===== config.mk =====
export PLATFORM = sky130hd
export DESIGN_NAME = uart_rx_deframer
export DESIGN_NICKNAME = d
export VERILOG_FILES = /design/src/rtl/uart_rx_deframer.sv
export SDC_FILE = /design/constraint.sdc
export NUM_CORES = 1
export LEC_CHECK = 0
export ABC_AREA = 1
export BUFFER_PORTS_ARGS = -buffer_cell sky130_fd_sc_hd__buf_4
export CORE_ASPECT_RATIO = 1.1
export CORE_MARGIN = 2
export CORE_UTILIZATION = 30
export DETAILED_ROUTE_END_ITERATION = 8
export SLEW_MARGIN = 20
export SYNTH_ARGS = -nofsm -noshare
export SYNTH_HDL_FRONTEND = slang
export SYNTH_SLANG_ARGS = --single-unit
export TNS_END_PERCENT = 100

===== constraint.sdc =====
create_clock -name clk_i -period 2.4 [get_ports clk_i]
set_clock_uncertainty 0.2 [all_clocks]
set_input_delay 0.48 -clock clk_i [delete_from_list [all_inputs] [get_ports clk_i]]
set_output_delay 0.48 -clock clk_i [all_outputs]
set_load 0.005 [all_outputs]

===== src/rtl/uart_rx_deframer.sv =====
// UART 8N1 receiver: deserialises rx_i (LSB first) into bytes on a valid/ready port, flagging framing errors and overruns.
// Latency: SYNC_STAGES cycles of input sync, then valid_o rises at the mid-point of the stop bit (~9.5 bit times after the start edge).
// Backpressure: one-byte holding register; a byte completing while the previous one is unconsumed is dropped and overrun_o pulses.
//
// Ports:
//   clk_i, reset_i     - clock, synchronous active-high reset
//   rx_i               - asynchronous serial line, idles high
//   data_o/valid_o     - received byte, held until valid_o & ready_i
//   ready_i            - consumer accept
//   busy_o             - frame in progress (START/DATA/STOP)
//   frame_err_o        - one-cycle pulse: stop bit sampled low
//   overrun_o          - one-cycle pulse: completed byte discarded, holding register was full
module uart_rx_deframer #(
    parameter int CLKS_PER_BIT = 434,
    parameter int SYNC_STAGES  = 2
) (
    input  logic       clk_i,
    input  logic       reset_i,
    input  logic       rx_i,
    output logic [7:0] data_o,
    output logic       valid_o,
    input  logic       ready_i,
    output logic       busy_o,
    output logic       frame_err_o,
    output logic       overrun_o
);

    localparam int CW = $clog2(CLKS_PER_BIT);
    localparam logic [CW-1:0] HALF_M1 = CW'(CLKS_PER_BIT / 2 - 1);
    localparam logic [CW-1:0] FULL_M1 = CW'(CLKS_PER_BIT - 1);
    localparam logic [CW-1:0] CYC_ONE = CW'(1);

    typedef enum logic [2:0] {
        S_WAIT_IDLE,
        S_IDLE,
        S_START,
        S_DATA,
        S_STOP
    } state_t;

    state_t                 state_q, state_d;
    logic [SYNC_STAGES-1:0] sync_q, sync_d;
    logic [CW-1:0]          cyc_q, cyc_d;
    logic [2:0]             bit_q, bit_d;
    logic [7:0]             shift_q, shift_d;
    logic [7:0]             data_q, data_d;
    logic                   valid_q, valid_d;
    logic                   busy_q, busy_d;
    logic                   fe_q, fe_d;
    logic                   ov_q, ov_d;
    logic                   rx_s;

    // Oldest synchronizer stage is the only view of the line the FSM ever uses.
    assign rx_s = sync_q[SYNC_STAGES-1];

    always_comb begin
        sync_d  = {sync_q[SYNC_STAGES-2:0], rx_i};
        state_d = state_q;
        cyc_d   = cyc_q;
        bit_d   = bit_q;
        shift_d = shift_q;
        data_d  = data_q;
        // A pending byte is retired by the handshake unless a new one loads below.
        valid_d = valid_q & ~ready_i;
        fe_d    = 1'b0;
        ov_d    = 1'b0;

        case (state_q)
            S_WAIT_IDLE: begin
                if (rx_s) state_d = S_IDLE;
            end
            S_IDLE: begin
                if (!rx_s) state_d = S_START;
            end
            S_START: begin
                // Re-check the line mid start bit; a high here was a glitch.
                if (cyc_q == HALF_M1) begin
                    state_d = rx_s ? S_IDLE : S_DATA;
                end else begin
                    cyc_d = cyc_q + CYC_ONE;
                end
            end
            S_DATA: begin
                if (cyc_q == FULL_M1) begin
                    shift_d[bit_q] = rx_s;
                    cyc_d          = '0;
                    bit_d          = bit_q + 3'd1;
                    if (bit_q == 3'd7) state_d = S_STOP;
                end else begin
                    cyc_d = cyc_q + CYC_ONE;
                end
            end
            S_STOP: begin
                if (cyc_q == FULL_M1) begin
                    if (rx_s) begin
                        if (!valid_q || ready_i) begin
                            data_d  = shift_q;
                            valid_d = 1'b1;
                        end else begin
                            ov_d = 1'b1;
                        end
                        // Leave at mid stop bit so a back-to-back start edge is not missed.
                        state_d = S_IDLE;
                    end else begin
                        fe_d    = 1'b1;
                        state_d = S_WAIT_IDLE;
                    end
                end else begin
                    cyc_d = cyc_q + CYC_ONE;
                end
            end
            default: state_d = S_WAIT_IDLE;
        endcase

        // Every state entry starts both counters from zero.
        if (state_d != state_q) begin
            cyc_d = '0;
            bit_d = '0;
        end

        busy_d = (state_d == S_START) || (state_d == S_DATA) || (state_d == S_STOP);
    end

    always_ff @(posedge clk_i) begin
        if (reset_i) begin
            state_q <= S_WAIT_IDLE;
            sync_q  <= '1;
            cyc_q   <= '0;
            bit_q   <= '0;
            shift_q <= '0;
            data_q  <= '0;
            valid_q <= 1'b0;
            busy_q  <= 1'b0;
            fe_q    <= 1'b0;
            ov_q    <= 1'b0;
        end else begin
            state_q <= state_d;
            sync_q  <= sync_d;
            cyc_q   <= cyc_d;
            bit_q   <= bit_d;
            shift_q <= shift_d;
            data_q  <= data_d;
            valid_q <= valid_d;
            busy_q  <= busy_d;
            fe_q    <= fe_d;
            ov_q    <= ov_d;
        end
    end

    assign data_o      = data_q;
    assign valid_o     = valid_q;
    assign busy_o      = busy_q;
    assign frame_err_o = fe_q;
    assign overrun_o   = ov_q;

endmodule

==> results.json <==
{
  "synth_seq_cells": 37,
  "routed_wl_um": 3710,
  "vdd_drop_max_mv": 0.200,
  "grt_max_degree": 18,
  "finalCritPeriodShare": 0.849,
  "rows": 30,
  "total_power_mw": 1.12,
  "p_leak_nw": 0.935,
  "n_fill_cell": 666,
  "grt_first_pass_wirelength_um": 6490,
  "viasPerCell": 4.44,
  "max_slew_margin": 0.763,
  "io_pins": 16,
  "required_ns": 2.37,
  "seq_area_um2": 741,
  "drt_iter0_markers": 93,
  "placed_cell_area_um2": 2090,
  "multiInputGateArea_um2": 951,
  "antenna_found_initial": 0,
  "hold_viol_final": 0,
  "wl_per_cell_um": 10.1,
  "path_clk_slew_ns": 0.07,
  "synth_top_cell_by_area": "dfxtp_1",
  "p_per_area_nw_per_um2": 512,
  "synth-warning-count": 0,
  "cts.repair.resized": 0,
  "synth_fp_nets": 281,
  "io_buffers": 15,
  "syn_area_um2": 1920,
  "gp_congestion": 0.882,
  "fin_cells": 369,
  "synth-xor-area-share": 0.00914,
  "cts.sinks": 37,
  "final_nets": 298,
  "antenna_cells": 0,
  "hp-class": "input pin to register",
  "power.switching_mw": 0.255,
  "intPower_mw": 0.862,
  "overflow": 0,
  "crit_path_start_kind": "register",
  "synth_compound_area_frac": 0.111,
  "path_max_fanout": 12,
  "setup_viol_count_final": 0,
  "final_area_um2": 2180,
  "cts-htree-levels": 2,
  "synthTopCellsByArea": "dfxtp_1 39%, nand2_1 11%, inv_1 8.0%, a21oi_1 6.5%, nor3_1 4.7%",
  "clk_latency_ns": 0.28,
  "core_um2": 6190,
  "maxCapViolations": 0,
  "grtUsageTotal": 0.117,
  "finalCriticalPeriod_ns": 2.04,
  "cts_root_buf": "clkbuf_8",
  "clock_path_buffers": 2,
  "vias": 1637,
  "clkPwrFrac": 0.397,
  "netlist_instances": 272,
  "cp.arrival_ns": 2.01,
  "critPathCaptureType": "register",
  "cts_setup_buffers": 0,
  "cts_inserted_buffers": 5,
  "comb_power_share": 0.045,
  "syn_avg_cell_area_um2": 7.05,
  "fmax_ghz": 0.490,
  "cts_tree": "built",
  "synth-simple-area-share": 0.343,
  "slew_violations": 0,
  "hold_buffers": 0,
  "crit_type": "register to register",
  "start_util": 0.309,
  "status": "completed",
  "tns_ns": 0,
  "sw_frac_of_total": 0.228,
  "die_area_um2": 7050,
  "rsz0062_at_grt": "no",
  "post_route_cells_drive_above_1_share": 0.197,
  "synth_seq_area_share": 0.386,
  "tightest_slew_ns": 0.356,
  "synth_fa_ha_area_frac": 0.0326,
  "die_width_um": 80.2,
  "synth_cell_types": 24,
  "place_inst": 362,
  "syn_to_final_growth_pct": 13.8,
  "synth_mux_area_frac": 0,
  "hold_ws_ns": 0.177,
  "hpwlAfterDp_um": 2820,
  "grt_pass1_vias": 1536,
  "power_frac_seq": 0.558,
  "die_h_um": 87.8,
  "drc_errors": 0,
  "ant_nets": 0,
  "netlist.area_leader.share": 0.386,
  "synth_top_family_by_area": "simple AND/OR/NAND/NOR gates",
  "drt-pass1-iter-count": 4
}
==> final timing paths <==
path / from / end / slack, ns / cells past startpoint
hold reg to reg: sync_q[0] / sync_q[1] / 0.21 / 1
setup / recovery: cyc_q[0] / cyc_q[0] / 0.36 / 10
hold / removal: rx_i / sync_q[0] / 0.18 / 2
setup reg to reg: cyc_q[0] / cyc_q[0] / 0.36 / 10
==> layout make-up <==
cell class | instances | share of cell area
Clock buffer | 6 | 0.0378
Clock inverter | 1 | 0.00344
Inverter | 48 | 0.0826
Multi-Input combinational cell | 181 | 0.436
Sequential cell | 37 | 0.339
Tap cell | 80 | 0.0459
Timing Repair Buffer | 16 | 0.0550
==> cell usage in the layout, fill, tap and decap left out, drive strengths merged <==
| master | n |
|---|---|
| nand2 | 63 |
| inv | 48 |
| dfxtp | 37 |
| nor2 | 36 |
| a21oi | 25 |
| nor3 | 18 |
| buf | 16 |
| o21ai | 16 |
| nand3 | 9 |
| clkbuf | 6 |
| ha | 5 |
| nand4 | 4 |
| xor2 | 2 |
| or2 | 2 |
| o21bai | 1 |
| clkinvlp | 1 |
==> power groups by stage <==
stage / clock, mW / combinational, mW / sequential [mW]
after floorplan: 0 / 0.0432 / 0.636
after CTS: 0.459 / 0.0516 / 0.623
after detailed placement: 0 / 0.0509 / 0.638
after global routing: 0.482 / 0.0578 / 0.624
final: 0.443 / 0.0502 / 0.623
after global placement: 0 / 0.0508 / 0.638
==> Yosys cell counts, drive strengths merged <==
| cell | number |
|---|---|
| inv | 48 |
| o21bai | 1 |
| a21oi | 25 |
| dfxtp | 37 |
| clkbuf | 3 |
| or2 | 2 |
| o21ai | 16 |
| nand3 | 9 |
| nand4 | 4 |
| nand2 | 63 |
| ha | 5 |
| xor2 | 2 |
| nor2 | 36 |
| buf | 3 |
| nor3 | 18 |
==> registers in the layout, indices dropped and copies added (netlist names) <==
signal	count
busy_o	1
shift_q	8
sync_q	2
bit_q	3
cyc_q	9
frame_err_o	1
state_q	3
valid_o	1
overrun_o	1
data_o	8
==> worst max-delay path: stages, from the launching register on <==
cell and delay, ns:
dfxtp_1 0.42, ha_1 0.18, nand2_1 0.08, nor2_4 0.15
nand2_4 0.12, nand2_2 0.09, nand2_1 0.06, nand2_2 0.18
inv_1 0.15, o21ai_0 0.23, nor2_2 0.06
==> metal layers <==
layer,routed length [um],up-vias,track usage
met3,73,7,0.0247
li1,-,879,-
met4,93,0,0.0678
met2,1770,16,0.195
met1,1770,735,0.139
met5,0,-,0
==> cell families after synthesis <==
kind of cell,after synthesis
AOI/OAI and AO/OA,42
xor gates and xnor gates,2
adders and majority gates,5
buffers and inverters,54
DFF,37
and+or+nand+nor,132
==> per-stage QoR <==
stage           util  setup slack [ns]
2_1_floorplan      -             0.698
3_3_place_gp   0.338             0.377
3_5_place_dp   0.338             0.390
4_1_cts        0.352             0.365
5_1_grt        0.352             0.160
6_report       0.352             0.361
No activity file was read; power rests on OpenSTA's default activity.
